`src/rtl/pc_fetch_sequencer_if.sv`:
```
// Fetch-side bundle: instruction-memory request/response, execute redirect,
// decode valid/ready handshake and fault report.
interface pc_fetch_sequencer_if;
    // fetch_pc is combinational from the PC register; fetch_instr/fetch_inv answer it the same cycle.
    // inst_*: an entry moves on a clock edge where inst_valid && inst_ready; inst_valid never
    // depends on inst_ready, and inst_pc/inst_data stay stable while inst_valid is high and unaccepted.
    logic [63:0] fetch_pc;
    logic [31:0] fetch_instr;
    logic        fetch_inv;
    logic        redirect_valid;
    logic [63:0] redirect_pc;
    logic        inst_valid;
    logic        inst_ready;
    logic [63:0] inst_pc;
    logic [31:0] inst_data;
    logic        fault;
    logic [63:0] fault_pc;

    modport master (
        output fetch_pc,
        input  fetch_instr,
        input  fetch_inv,
        input  redirect_valid,
        input  redirect_pc,
        output inst_valid,
        input  inst_ready,
        output inst_pc,
        output inst_data,
        output fault,
        output fault_pc
    );

    modport slave (
        input  fetch_pc,
        output fetch_instr,
        output fetch_inv,
        output redirect_valid,
        output redirect_pc,
        input  inst_valid,
        output inst_ready,
        input  inst_pc,
        input  inst_data,
        input  fault,
        input  fault_pc
    );
endinterface

```
`src/rtl/pc_fetch_sequencer.sv`:
```
// PC owner and fetch buffer: fetches one word per cycle into a DEPTH-entry FIFO, handles
// redirects and invalid-address faults. Optional perf counters under FETCH_PERF_CNT_EN.
module pc_fetch_sequencer #(
    parameter logic [63:0] RESET_PC = 64'h0,
    parameter int          DEPTH    = 4
) (
    input  logic                  clk,
    input  logic                  reset,
    pc_fetch_sequencer_if.master  bus,
    output logic [1:0]            o_dbg_state
`ifdef FETCH_PERF_CNT_EN
    ,
    output logic [63:0]           perf_fetched,
    output logic [63:0]           perf_stall
`endif
);
    localparam int PTR_W = $clog2(DEPTH);
    localparam int CNT_W = $clog2(DEPTH + 1);
    localparam logic [CNT_W-1:0] FULL_CNT = CNT_W'(DEPTH);

    localparam logic [1:0] ST_RUN   = 2'd0;
    localparam logic [1:0] ST_STALL = 2'd1;
    localparam logic [1:0] ST_FAULT = 2'd2;

    logic [1:0]       r_state;
    logic [63:0]      r_pc;
    logic [63:0]      r_fault_pc;
    logic [63:0]      r_fifo_pc   [DEPTH];
    logic [31:0]      r_fifo_data [DEPTH];
    logic [PTR_W-1:0] r_wr_ptr;
    logic [PTR_W-1:0] r_rd_ptr;
    logic [CNT_W-1:0] r_count;

    logic [1:0]       w_state_nxt;
    logic [63:0]      w_pc_nxt;
    logic             w_push;
    logic             w_pop;
    logic             w_capture;
    logic             w_full;

    // Fullness is judged on the start-of-cycle count; a same-cycle pop never frees a slot for a push.
    assign w_full = (r_count == FULL_CNT);
    assign w_pop  = (r_count != '0) && bus.inst_ready && !bus.redirect_valid;

    always_comb begin
        w_state_nxt = r_state;
        w_pc_nxt    = r_pc;
        w_push      = 1'b0;
        w_capture   = 1'b0;
        if (bus.redirect_valid) begin
            w_state_nxt = ST_RUN;
            w_pc_nxt    = bus.redirect_pc;
        end else begin
            case (r_state)
                ST_RUN: begin
                    if (w_full) begin
                        w_state_nxt = ST_STALL;
                    end else if (bus.fetch_inv) begin
                        w_state_nxt = ST_FAULT;
                        w_capture   = 1'b1;
                    end else begin
                        w_push   = 1'b1;
                        w_pc_nxt = r_pc + 64'd4;
                    end
                end
                ST_STALL: begin
                    if (!w_full) begin
                        w_state_nxt = ST_RUN;
                    end
                end
                ST_FAULT: begin
                    w_state_nxt = ST_FAULT;
                end
                default: begin
                    w_state_nxt = ST_RUN;
                end
            endcase
        end
    end

    always_ff @(posedge clk) begin
        if (reset) begin
            r_state    <= ST_RUN;
            r_pc       <= RESET_PC;
            r_fault_pc <= '0;
            r_wr_ptr   <= '0;
            r_rd_ptr   <= '0;
            r_count    <= '0;
            for (int i = 0; i < DEPTH; i++) begin
                r_fifo_pc[i]   <= '0;
                r_fifo_data[i] <= '0;
            end
        end else begin
            r_state <= w_state_nxt;
            r_pc    <= w_pc_nxt;
            if (w_capture) begin
                r_fault_pc <= r_pc;
            end
            if (w_push) begin
                r_fifo_pc[r_wr_ptr]   <= r_pc;
                r_fifo_data[r_wr_ptr] <= bus.fetch_instr;
            end
            // A redirect flushes the FIFO; the discarded response and ignored pop have no effect.
            if (bus.redirect_valid) begin
                r_wr_ptr <= '0;
                r_rd_ptr <= '0;
                r_count  <= '0;
            end else begin
                if (w_push) begin
                    r_wr_ptr <= r_wr_ptr + PTR_W'(1);
                end
                if (w_pop) begin
                    r_rd_ptr <= r_rd_ptr + PTR_W'(1);
                end
                case ({w_push, w_pop})
                    2'b10:   r_count <= r_count + CNT_W'(1);
                    2'b01:   r_count <= r_count - CNT_W'(1);
                    default: r_count <= r_count;
                endcase
            end
        end
    end

`ifdef FETCH_PERF_CNT_EN
    logic [63:0] r_perf_fetched;
    logic [63:0] r_perf_stall;

    // Counters survive redirects; only reset clears them.
    always_ff @(posedge clk) begin
        if (reset) begin
            r_perf_fetched <= '0;
            r_perf_stall   <= '0;
        end else begin
            if (w_push) begin
                r_perf_fetched <= r_perf_fetched + 64'd1;
            end
            if (r_state != ST_RUN) begin
                r_perf_stall <= r_perf_stall + 64'd1;
            end
        end
    end

    assign perf_fetched = r_perf_fetched;
    assign perf_stall   = r_perf_stall;
`endif

    assign bus.fetch_pc   = r_pc;
    assign bus.inst_valid = (r_count != '0);
    assign bus.inst_pc    = r_fifo_pc[r_rd_ptr];
    assign bus.inst_data  = r_fifo_data[r_rd_ptr];
    assign bus.fault      = (r_state == ST_FAULT);
    assign bus.fault_pc   = r_fault_pc;
    assign o_dbg_state    = r_state;

endmodule

```
`src/flat_wrapper.sv`:
```
// flat-port wrapper written by rule: the top's interface ports become plain ports
module pc_fetch_sequencer_flat 
#(
    parameter logic [63:0] RESET_PC = 64'h0,
    parameter int          DEPTH    = 4
)
  (clk, reset, o_dbg_state, bus_fetch_pc, bus_fetch_instr, bus_fetch_inv, bus_redirect_valid, bus_redirect_pc, bus_inst_valid, bus_inst_ready, bus_inst_pc, bus_inst_data, bus_fault, bus_fault_pc);
  pc_fetch_sequencer_if bus_i ();
  input  logic clk;
  input  logic reset;
  output logic [1:0] o_dbg_state;
  output wire logic [$bits(bus_i.fetch_pc)-1:0] bus_fetch_pc;
  input wire logic [$bits(bus_i.fetch_instr)-1:0] bus_fetch_instr;
  input wire logic [$bits(bus_i.fetch_inv)-1:0] bus_fetch_inv;
  input wire logic [$bits(bus_i.redirect_valid)-1:0] bus_redirect_valid;
  input wire logic [$bits(bus_i.redirect_pc)-1:0] bus_redirect_pc;
  output wire logic [$bits(bus_i.inst_valid)-1:0] bus_inst_valid;
  input wire logic [$bits(bus_i.inst_ready)-1:0] bus_inst_ready;
  output wire logic [$bits(bus_i.inst_pc)-1:0] bus_inst_pc;
  output wire logic [$bits(bus_i.inst_data)-1:0] bus_inst_data;
  output wire logic [$bits(bus_i.fault)-1:0] bus_fault;
  output wire logic [$bits(bus_i.fault_pc)-1:0] bus_fault_pc;
  assign bus_fetch_pc = bus_i.fetch_pc;
  assign bus_i.fetch_instr = bus_fetch_instr;
  assign bus_i.fetch_inv = bus_fetch_inv;
  assign bus_i.redirect_valid = bus_redirect_valid;
  assign bus_i.redirect_pc = bus_redirect_pc;
  assign bus_inst_valid = bus_i.inst_valid;
  assign bus_i.inst_ready = bus_inst_ready;
  assign bus_inst_pc = bus_i.inst_pc;
  assign bus_inst_data = bus_i.inst_data;
  assign bus_fault = bus_i.fault;
  assign bus_fault_pc = bus_i.fault_pc;
  pc_fetch_sequencer #(.RESET_PC(RESET_PC), .DEPTH(DEPTH)) u_core (.clk(clk), .reset(reset), .bus(bus_i), .o_dbg_state(o_dbg_state));
endmodule
```
`config.mk`:
```
export PLATFORM = sky130hd
export DESIGN_NAME = pc_fetch_sequencer_flat
export DESIGN_NICKNAME = d
export VERILOG_FILES = /design/src/rtl/pc_fetch_sequencer_if.sv /design/src/rtl/pc_fetch_sequencer.sv /design/src/flat_wrapper.sv
export SDC_FILE = /design/constraint.sdc
export NUM_CORES = 1
export LEC_CHECK = 0
export ABC_AREA = 1
export ABC_CLOCK_PERIOD_IN_PS = 24700
export CORE_MARGIN = 5
export CORE_UTILIZATION = 55
export DETAILED_ROUTE_END_ITERATION = 6
export HOLD_SLACK_MARGIN = 0.08
export PLACE_DENSITY = 0.83
export SLEW_MARGIN = 30
export SYNTH_ARGS = -nofsm -noshare
export SYNTH_HDL_FRONTEND = slang
export SYNTH_SLANG_ARGS = --single-unit
```
`constraint.sdc`:
```
create_clock -name clk -period 24.7 [get_ports clk]
set_input_delay 3.705 -clock clk [delete_from_list [all_inputs] [get_ports clk]]
set_output_delay 3.705 -clock clk [all_outputs]
set_load 0.005 [all_outputs]
```
==> Word level (Yosys, flattened, before mapping) <==
Memories as Yosys holds them, arrays and structs flattened. A register that Yosys moved wholly into a read port is not among the register bits.
Index checks and enable logic that the tools add are counted.
{ "word_totals": {"ff_bits": 137, "mem_bits_rw": 384, "memories": 2, "inputBits": 101} }
{ "classes": {"n_eq_ne": 9, "n_reduce_logical": 12, "muxes": 32, "addsub": 5} }
{ "memory_table": {"columns": ["name", "depth", "width", "rd", "rd_ports_with_merged_regs", "write_ports", "line", "text"], "rows": [
  ["u_core.r_fifo_pc", 4, 64, 1, 1, 4, "pc_fetch_sequencer.sv:28", "logic [63:0] r_fifo_pc [DEPTH];"],
  ["u_core.r_fifo_data", 4, 32, 1, 1, 4, "pc_fetch_sequencer.sv:29", "logic [31:0] r_fifo_data [DEPTH];"]
]} }
{ "op_table": {"columns": ["operator", "n"], "rows": [
  ["$mux W64", 5],
  ["$add A64 B3 Y64 const B", 1],
  ["$reduce_or A64 Y1", 1],
  ["$mux W32", 1],
  ["$reduce_or A32 Y1", 1],
  ["$mux W2", 9],
  ["$mux W1", 15],
  ["$pmux W2 S3", 1],
  ["$pmux W3 S2", 1],
  ["$add A2 B1 Y2 const B", 2],
  ["$eq A2 B1 Y1 const B", 2],
  ["$eq A2 B2 Y1 const B", 2],
  ["$ne A2 B2 Y1 const B", 2],
  ["$reduce_bool A2 Y1", 2],
  ["$add A3 B1 Y3 const B", 1],
  ["$eq A3 B3 Y1 const B", 1],
  ["$ne A3 B2 Y1 const B", 1],
  ["$reduce_and A3 Y1", 1],
  ["$reduce_bool A3 Y1", 1],
  ["$sub A3 B1 Y3 const B", 1],
  ["$logic_and A1 B1 Y1", 2],
  ["$logic_not A2 Y1", 1],
  ["$ne A2 B1 Y1 const B", 1],
  ["$reduce_and A2 Y1", 1],
  ["other kinds (2)", 2]
]} }

==> Longest topological paths before layout <==
{ "depth": {"ltp_word": 9, "depth_mapped": 14} }

==> Worst setup path after synthesis <==
OpenSTA, ideal clock, no wires.
{ "synth_timing": {"path_type": "input to register", "startpoint": "in bus_fetch_inv", "endpoint": "mem u_core.r_fifo_data[1][0], enable pin", "slack_ns": 12.912, "arrival_ns": 11.105, "setup_time_ns": 0.683, "stages": 7, "t_required_ns": 24.017, "cell_sequence": "inv_1 nand3_2 buf_2 nor2_4 buf_4 inv_1 o21ai_0"} }
{ "synth_rtl": {"columns": ["element", "line", "text"], "rows": [
  ["start: declaration", "flat_wrapper.sv:14", "input wire logic [$bits(bus_i.fetch_inv)-1:0] bus_fetch_inv;"],
  ["end: declaration", "pc_fetch_sequencer.sv:29", null]
]} }

==> impl_results.md <==
- RSZ-0062 raised after global routing: false
- Mapped Area: 0.0234 mm²
- Vias per cell: 5.99
- Initial drt markers: 2365
- RR Endpoint: u_core.r_fifo_data[3][23]
- Clock Sinks: 523
- Crit end category: primary output
- Largest net degree at the start of global routing: 117
- Input/output buffers: 328
- Initial Utilization: 0.557
- Final setup fails: 0
- Slew HR: 0.371
- Via count: 20.1k
- Cts hold-fix bufs: 0
- Die H: 216 µm
- Final core occ: 0.684
- CTS max path bufs: 3
- Max-cap violation count: 0
- Core Rows: 75
- Peak VDD IR: 50.8 µV
- Sequential area share after synthesis: 0.613
- Number of global-route vias before repair: 19.4k
- Total track usage: 0.308
- Reg-to-reg slack, setup: 20.76 ns
- Design Area, Final: 0.0287 mm²
- Worst Setup Path Type: flop to primary output
- Unique masters post-synth: 37
- Die width: 216 µm
- Clock root cell: clkbuf_16
- Leak pwr: 0.0105 µW
- Syn Inst Count: 2530
- DR pass1 iterations: 6
- Core Region: 0.0419 mm²
- Status: complete, no violations
- Layout cells sized above 1: 0.0565
- Critical path data arrival time: 4.01 ns
- Nets: 2876
- Syn avg cell area: 9.24 µm²
- Clock latency on the worst-skew pair: 0.60 ns
- RePlAce Congestion: 0.959
- First-pass GRT wire length: 113 mm
- Congestion Overflow GR: 0
- Num ports: 329
- Total negative slack: 0 ns
- Post-CTS sizing: 0
- DP HPWL: 47.5 mm
- Syn_nets: 2634
- Worst r2r path cells: 8
- Commonest cells after routing, fill and taps aside: 693 x nor2_1, 384 x edfxtp_1, 326 x clkdlybuf4s50_1
- Pins Over Slew Limit: 0
- Total Power: 2010 µW
- Minimum clock period: 7.71 ns
- M2 GR Usage: 0.479
- Worst Path Max Fanout: 112
- Hold Crit Class: flop to flop
- Clock-pin slew on the worst setup and hold paths: 0.06 ns
- Post-Route WL: 74.4 mm
- RR Startpoint: u_core.r_count[1]
- CTS tree: done
- Register bit total from synthesis: 523
- Met3 GRT Util: 0.0597
- Worst Max-Slew Pin Slew: 0.940 ns
- Req. time, crit path: 21.00 ns
- FMAX: 0.130 GHz
- Worst Hold Path EP: u_core.bus.fault_pc[0]
- Hold Fails Final Rpt: 0
- Residual DRC: 0
- Post-CTS Setup Inserts: 0
- GR peak layer: met2
- Initial antenna violation count: 1
- CTS Buf Count: 53
- Met1 GRT Util: 0.442
- Drt wl/cell: 22.2 µm
- Ys Warns: 0
- Depth of the CTS H-tree: 2
- ANT nets after route: 0
- Hold path depth: 2
- Skew final: 0.0198 ns
- Kind of start point of the critical path: flop
- Area growth from synthesis to final layout: 22.8%
- Total power divided by cell area: 70.2 mW/mm²
- Dpl cell area: 0.0268 mm²
- HP Start: u_core.bus.fault_pc[0]
- Die area: 0.0467 mm²
- Final worst path period share: 0.312
- Fill cell count: 3128
- Most common cell after layout, fill and taps aside: nor2_1
sequential cells by signal (all words and copies together), names as in the netlist, named ones only:
name                 cells
u_core.r_fifo_pc       256
u_core.r_wr_ptr          2
u_core.r_count           3
u_core.r_rd_ptr          2
u_core.r_fifo_data     128
u_core.bus.fault_pc     64
u_core.o_dbg_state       2
u_core.bus.fetch_pc     64
routing by layer:
layer  up-vias  routed length [µm]  share of wire
met5         -                   0              0
li1       9083                   -              -
met2      1287               34000           0.46
met4         0                2250          0.030
met3       154                8090           0.11
met1      9587               30100           0.40
worst max-delay path by stage:
stage / start / to / slack [ns] / cells past startpoint
2_1_floorplan: bus_fetch_inv / u_core.r_fifo_data[1][0] / 12.91 / 7
3_3_place_gp: bus_fetch_inv / u_core.r_fifo_data[1][0] / 17.12 / 7
3_5_place_dp: bus_fetch_inv / u_core.r_fifo_pc[1][4] / 17.15 / 7
4_1_cts: flop / bus_inst_pc[35] / 16.82 / 5
5_1_grt: flop / bus_inst_pc[35] / 16.84 / 5
6_report: flop / bus_inst_pc[35] / 16.99 / 5
worst max-delay path, cell delays in order (launching register included):
cell	delay, ns
dfxtp_4	0.57
inv_4	0.69
buf_6	0.67
o21ai_0	0.24
o22ai_1	0.50
clkdlybuf4s50_1	0.62
where the power goes:
| part | total [µW] | switching [µW] | internal (µW) |
|---|---|---|---|
| Clock | 844 | 341 | 504 |
| Combinational | 167 | 101 | 65.9 |
| Sequential | 1000 | 23.4 | 980 |
kinds of logic (layout without fill, tap and decap cells):
kind of cell	count (synthesis)	count (layout)	share of synthesized area
adders and majority gates	3	3	0.00193
and+or+nand+nor	1167	1167	0.209
xor gates and xnor gates	10	10	0.00375
AOI/OAI and AO/OA	482	482	0.113
DFF	523	523	0.613
other	0	1	0
buffers and inverters	345	631	0.0590
layout make-up:
class                      instances  area [µm²]  share of cell area
tap                              539         674              0.0235
inverter                         186         708              0.0247
timing repair buffer             346        3430               0.119
multi-input combinational       1662        7740               0.270
clock inverter                    34         403              0.0140
antenna                            1        2.50           0.0000872
sequential                       523       14300               0.499
clock buffer                      65        1420              0.0496
synthesized netlist by cell type, drive strengths merged:
master | count | area [µm²]
a21oi | 92 | 460
a22oi | 26 | 195
a31oi | 7 | 43.8
buf | 63 | 319
clkbuf | 96 | 360
clkinv | 2 | 7.51
dfxtp | 139 | 2780
edfxtp | 384 | 11500
fa | 1 | 20.0
ha | 2 | 25.0
inv | 184 | 691
nand2 | 247 | 955
nand3 | 71 | 365
nand4 | 29 | 196
nor2 | 722 | 2860
nor3 | 94 | 492
nor3b | 1 | 7.51
nor4 | 2 | 12.5
o211ai | 14 | 105
o21ai | 243 | 1220
o22ai | 99 | 619
o31ai | 1 | 7.51
or2 | 1 | 6.26
xor2 | 10 | 87.6
per-stage QoR:
stage	hold WS (ns)	setup slack, ns	cells
after detailed placement	0.446	17.15	3256
after global placement	0.436	17.12	3256
after global routing	0.477	16.84	3356
after CTS	0.455	16.82	3355
after floorplan	0.436	12.91	2530
final	0.454	16.99	3356
(Power assumes the default switching activity.)
